File: src/rtl/mac_job_sequencer.sv
// mac_job_sequencer
// Drives one dot-product job through an external M-by-N combinational multiplier.
// Operand pairs arrive over a valid/ready handshake and are registered onto the
// multiplier inputs. Each returned product is added one cycle after its pair was
// accepted, so pairs can stream at one per cycle. The final sum is held until the
// consumer takes it.
module mac_job_sequencer #(
    parameter int unsigned M     = 4,   // multiplicand width
    parameter int unsigned N     = 3,   // multiplier width
    parameter int unsigned ACC_W = 16,  // accumulator width, must be >= M+N
    parameter int unsigned CNT_W = 8    // job length counter width
) (
    input  logic               clk,
    input  logic               rst,
    input  logic               start,
    input  logic [CNT_W-1:0]   len,
    input  logic               in_valid,
    output logic               in_ready,
    input  logic [M-1:0]       num1,
    input  logic [N-1:0]       num2,
    output logic [M-1:0]       mul_a,
    output logic [N-1:0]       mul_b,
    input  logic [M+N-1:0]     mul_p,
    output logic               out_valid,
    input  logic               out_ready,
    output logic [ACC_W-1:0]   acc_out,
    output logic               busy,
    output logic               overflow
);

    typedef enum logic [1:0] {
        IDLE  = 2'd0,
        RUN   = 2'd1,
        DRAIN = 2'd2,
        DONE  = 2'd3
    } state_e;

    state_e             state_q, state_d;
    logic [CNT_W-1:0]   cnt_q,   cnt_d;     // pairs still to accept
    logic [ACC_W-1:0]   acc_q,   acc_d;
    logic [M-1:0]       mul_a_q, mul_a_d;
    logic [N-1:0]       mul_b_q, mul_b_d;
    logic               pv_q,    pv_d;      // mul_p carries a product still to be added
    logic               ovf_q,   ovf_d;
    logic [ACC_W:0]     acc_sum;            // one extra bit catches the carry out
    logic               accept;

    // Handshake and status flags decode straight from the state register.
    assign in_ready  = (state_q == RUN);
    assign out_valid = (state_q == DONE);
    assign busy      = (state_q != IDLE);
    assign accept    = in_valid && in_ready;

    assign mul_a    = mul_a_q;
    assign mul_b    = mul_b_q;
    assign acc_out  = acc_q;
    assign overflow = ovf_q;

    // Next-state logic: job sequencing, operand capture and accumulation.
    always_comb begin
        // NOTE: every variable gets a default first so no path leaves one unassigned, which would infer a latch.
        state_d = state_q;
        cnt_d   = cnt_q;
        acc_d   = acc_q;
        mul_a_d = mul_a_q;
        mul_b_d = mul_b_q;
        pv_d    = 1'b0;
        ovf_d   = ovf_q;

        // The product on mul_p belongs to the pair accepted at the previous edge.
        acc_sum = {1'b0, acc_q} + {1'b0, ACC_W'(mul_p)};
        if (pv_q) begin
            acc_d = acc_sum[ACC_W-1:0];
            ovf_d = ovf_q | acc_sum[ACC_W];
        end

        unique case (state_q)
            IDLE: begin
                if (start) begin
                    acc_d = '0;
                    ovf_d = 1'b0;
                    if (len != '0) begin
                        cnt_d   = len;
                        state_d = RUN;
                    end else begin
                        state_d = DONE;
                    end
                end
            end
            RUN: begin
                if (accept) begin
                    mul_a_d = num1;
                    mul_b_d = num2;
                    pv_d    = 1'b1;
                    cnt_d   = cnt_q - CNT_W'(1);
                    if (cnt_q == CNT_W'(1)) begin
                        state_d = DRAIN;
                    end
                end
            end
            DRAIN: begin
                // The last product is added by the pv_q path above at this edge.
                state_d = DONE;
            end
            DONE: begin
                if (out_ready) begin
                    state_d = IDLE;
                end
            end
            default: begin
                state_d = IDLE;
            end
        endcase
    end

    // State register with synchronous active-high reset; a reset abandons any job.
    always_ff @(posedge clk) begin
        // NOTE: sequential state uses non-blocking assignments so every register samples pre-edge values.
        if (rst) begin
            state_q <= IDLE;
            cnt_q   <= '0;
            acc_q   <= '0;
            mul_a_q <= '0;
            mul_b_q <= '0;
            pv_q    <= 1'b0;
            ovf_q   <= 1'b0;
        end else begin
            state_q <= state_d;
            cnt_q   <= cnt_d;
            acc_q   <= acc_d;
            mul_a_q <= mul_a_d;
            mul_b_q <= mul_b_d;
            pv_q    <= pv_d;
            ovf_q   <= ovf_d;
        end
    end

endmodule

File: config.mk
export PLATFORM = sky130hd
export DESIGN_NAME = mac_job_sequencer
export DESIGN_NICKNAME = d
export VERILOG_FILES = /design/src/rtl/mac_job_sequencer.sv
export SDC_FILE = /design/constraint.sdc
export NUM_CORES = 1
export LEC_CHECK = 0
export ABC_AREA = 1
export CORE_AREA = 2 2 87 64
export CTS_CLUSTER_DIAMETER = 30
export DETAILED_ROUTE_END_ITERATION = 12
export DIE_AREA = 0 0 89 66
export PLACE_DENSITY = 0.75
export SYNTH_ARGS = -nofsm -noshare
export SYNTH_HDL_FRONTEND = slang
export SYNTH_SLANG_ARGS = --single-unit
export TNS_END_PERCENT = 30
File: constraint.sdc
create_clock -name clk -period 1.53 [get_ports clk]
set_input_delay 0.306 -clock clk [delete_from_list [all_inputs] [get_ports clk]]
set_output_delay 0.306 -clock clk [all_outputs]
set_load 0.01 [all_outputs]
==> metrics.txt <==
Leak=1.789 nW; worst-path cell chain=ha_4 -> fa_2 -> nand2_4 -> o21ai_4 -> a21oi_2 -> inv_1 -> nand2_1 -> nand3_1 -> nand2_1 -> inv_1; worst min path class=register to register; RSZ-0062 raised after global routing=yes; pins over their slew limit=0; worst reg2reg setup slack=-0.11 ns; DR pass1 iterations=4; final hold vios=0; CP bufs+invs=2; Ant. Diodes=0; Residual DRC=0; wire length of the first global-routing pass=9680 um; YS warnings=0; fin worst setup slack=-0.1057 ns; ys flop type=dfxtp_1; filler cell count=468; synthesized cell area=0.002201 mm2; IO buf count=53; f_max=611.4 MHz; Worst EP arrival=between 1.5 and 2 ns; Tot GR Track Use=0.2103; clock buffer depth=2; # hold bufs at CTS=0; CTS HTree Levels=2; CTS sink count=35; Slew @ Worst Pin=approximately 0.33 ns; die height=66 um; core footprint=0.005065 mm2; Max stage delay on crit path=0.38 ns; outcome=finished, violations left; CP max stage cell=fa_2; hold path depth=2; Synth Area per Inst=between 6 and 7 um2; overflow left after global routing=0; Crit Path Class=register to register; Layout area overhead=52.42%; initial antenna violation count=0; Max-slew headroom=0.7772; vias in the first global route=2227; failing checks=setup timing; Die Area=approximately 0.0059 mm2; mean routed wirelength per cell=12.54 um; CTS Buf Count=5; crit end category=register; layout cells sized above 1=0.2697; #FFs+latches synth=35; post-synthesis sequential area ratio=0.3184; Hold WS=0.4516 ns; final setup fails=5; Mapped Nets=371; Iter 0 DRT Violations=approximately 170; Syn Inst Count=329; post-DP HPWL=4287 um; pin count of the biggest net entering global routing=21; Nets=460; Req. time, crit path=approximately 1.7 ns; R2R cell count=10; Post-DRT Antenna Nets=0; ys async rst share=0; Cell Pwr Density=around 1200 mW/mm2; clock slew at reported path FFs=0.08 ns; period utilization=1.069; Power, Total=4.119 mW; num rows=22; I/O pins=54; Worst Skew=0.007792 ns; gpl congestion=0.8318; critical path fanouts, max=3; Initial Util=0.4345; VDD IR max=600.1 uV; Vias/cell=4.817; Tmin final=roughly 1.6 ns; CTS tree=yes; post-synth cell types=34; routed wire length=between 6000 and 7000 um; # Max-Cap Violations=0; Crit path depth=10; total number of vias=2365; Top delay family on crit path=adder cells; Post-synth EDFFs=0; Root Driver=clkbuf_8; insertion delay to the later sink of the worst-skew pair=approximately 0.30 ns; Die Wd=between 80 and 90 um; crit start category=register
## per-stage QoR
stage	setup slack [ns]	cells	util	area [um2]	TNS [ns]
floorplan	0.03362	329	-	2211	0
global placement	-0.4337	478	0.5941	3009	-7.724
detailed placement	-0.4734	478	0.5941	3009	-8.198
CTS	-0.08465	486	0.6314	3198	-0.4183
global route	-0.1926	491	0.6623	3354	-0.9970
finish	-0.1057	491	0.6623	3354	-0.3009
## synth_stat cells, types with 2 or more instances
cell type	instances	area share
a21oi_1	20	0.045
buf_2	2	0.0045
buf_4	3	0.010
buf_6	2	0.010
dfxtp_1	35	0.32
ha_1	14	0.080
inv_1	43	0.073
inv_2	5	0.0085
nand2_1	71	0.12
nand2_2	4	0.011
nand3_1	14	0.032
nand3_2	3	0.014
nand4_1	4	0.011
nor2_1	57	0.097
nor2_2	3	0.0085
nor3_1	7	0.016
nor3_2	3	0.014
o211ai_1	2	0.0068
o21ai_0	21	0.048
o21bai_2	2	0.010
## area by class of cell
| type | count | area [um2] | area share |
|---|---|---|---|
| Multi-Input combinational cell | 239 | 1429 | 0.4260 |
| Timing Repair Buffer | 89 | 819.5 | 0.2443 |
| Sequential cell | 35 | 719.4 | 0.2145 |
| Inverter | 48 | 180.2 | 0.05371 |
| Tap cell | 72 | 90.09 | 0.02686 |
| Clock buffer | 5 | 68.82 | 0.02051 |
| Clock inverter | 3 | 47.55 | 0.01417 |
## sequential cells by signal, indices dropped and copies added (netlist names)
signal,flops
state_q,2
mul_b,3
cnt_q,8
acc_out,16
mul_a,4
overflow,1
pv_q,1
## power breakdown
| group | switching [mW] | internal [mW] | leakage [nW] |
|---|---|---|---|
| Clock | 0.390 | 0.494 | 0.0587 |
| Combinational | 1.10 | 0.910 | 1.44 |
| Sequential | 0.148 | 1.08 | 0.292 |
| Total | 1.63 | 2.48 | 1.79 |
## cell families after synthesis
group	Yosys count	share of synthesized area
DFF	35	0.3184
xor gates and xnor gates	1	0.003980
adders and majority gates	15	0.08869
AOI/OAI and AO/OA	51	0.1325
and+or+nand+nor	171	0.3445
buffers and inverters	55	0.1069
muxes	1	0.005116
## cells in the final DEF, fill, tap and decap left out, types with 2 or more instances in the layout
cell type	n
a21oi_2	7
o21ai_0	17
ha_1	6
buf_4	36
dlymetal6s2s_1	16
nand3_4	2
inv_2	9
nand3_1	13
nor2_1	52
ha_4	6
dlygate4sd2_1	14
nor3_2	3
o21ai_1	4
dfxtp_1	22
clkdlybuf4s50_1	21
nand2_4	2
nand3_2	3
nand4_1	4
nor3_1	7
nand2_2	5
inv_1	39
nor2_2	7
a21oi_1	14
clkbuf_8	5
ha_2	2
nand2_1	68
o21bai_2	2
dfxtp_2	12
o211ai_1	2
## path summary, 6_finish.rpt
kind,start,end
max reg2reg,acc_out[0],acc_out[6]
min,overflow,overflow
min reg2reg,overflow,overflow
max,acc_out[0],acc_out[6]
## worst register-to-register path: stages, from the launching register on
cell     delay, ns
dfxtp_4       0.36
ha_4          0.16
fa_2          0.38
nand2_4       0.09
o21ai_4       0.07
a21oi_2       0.16
inv_1         0.05
nand2_1       0.05
nand3_1       0.08
nand2_1       0.09
inv_1         0.04
## repair_timing
action	CTS	global route
setup endpoints to repair	33	46
resized for setup	38	47
pin swaps	7	11
setup buffers	0	5
## routing by layer
metal | wire (um) | GRT usage
met5 | 0 | 0
met4 | 42 | 0.04478
met3 | 376 | 0.04994
met2 | 2917 | 0.3414
met1 | 2821 | 0.2847
No activity file was read; power rests on OpenSTA's default activity.
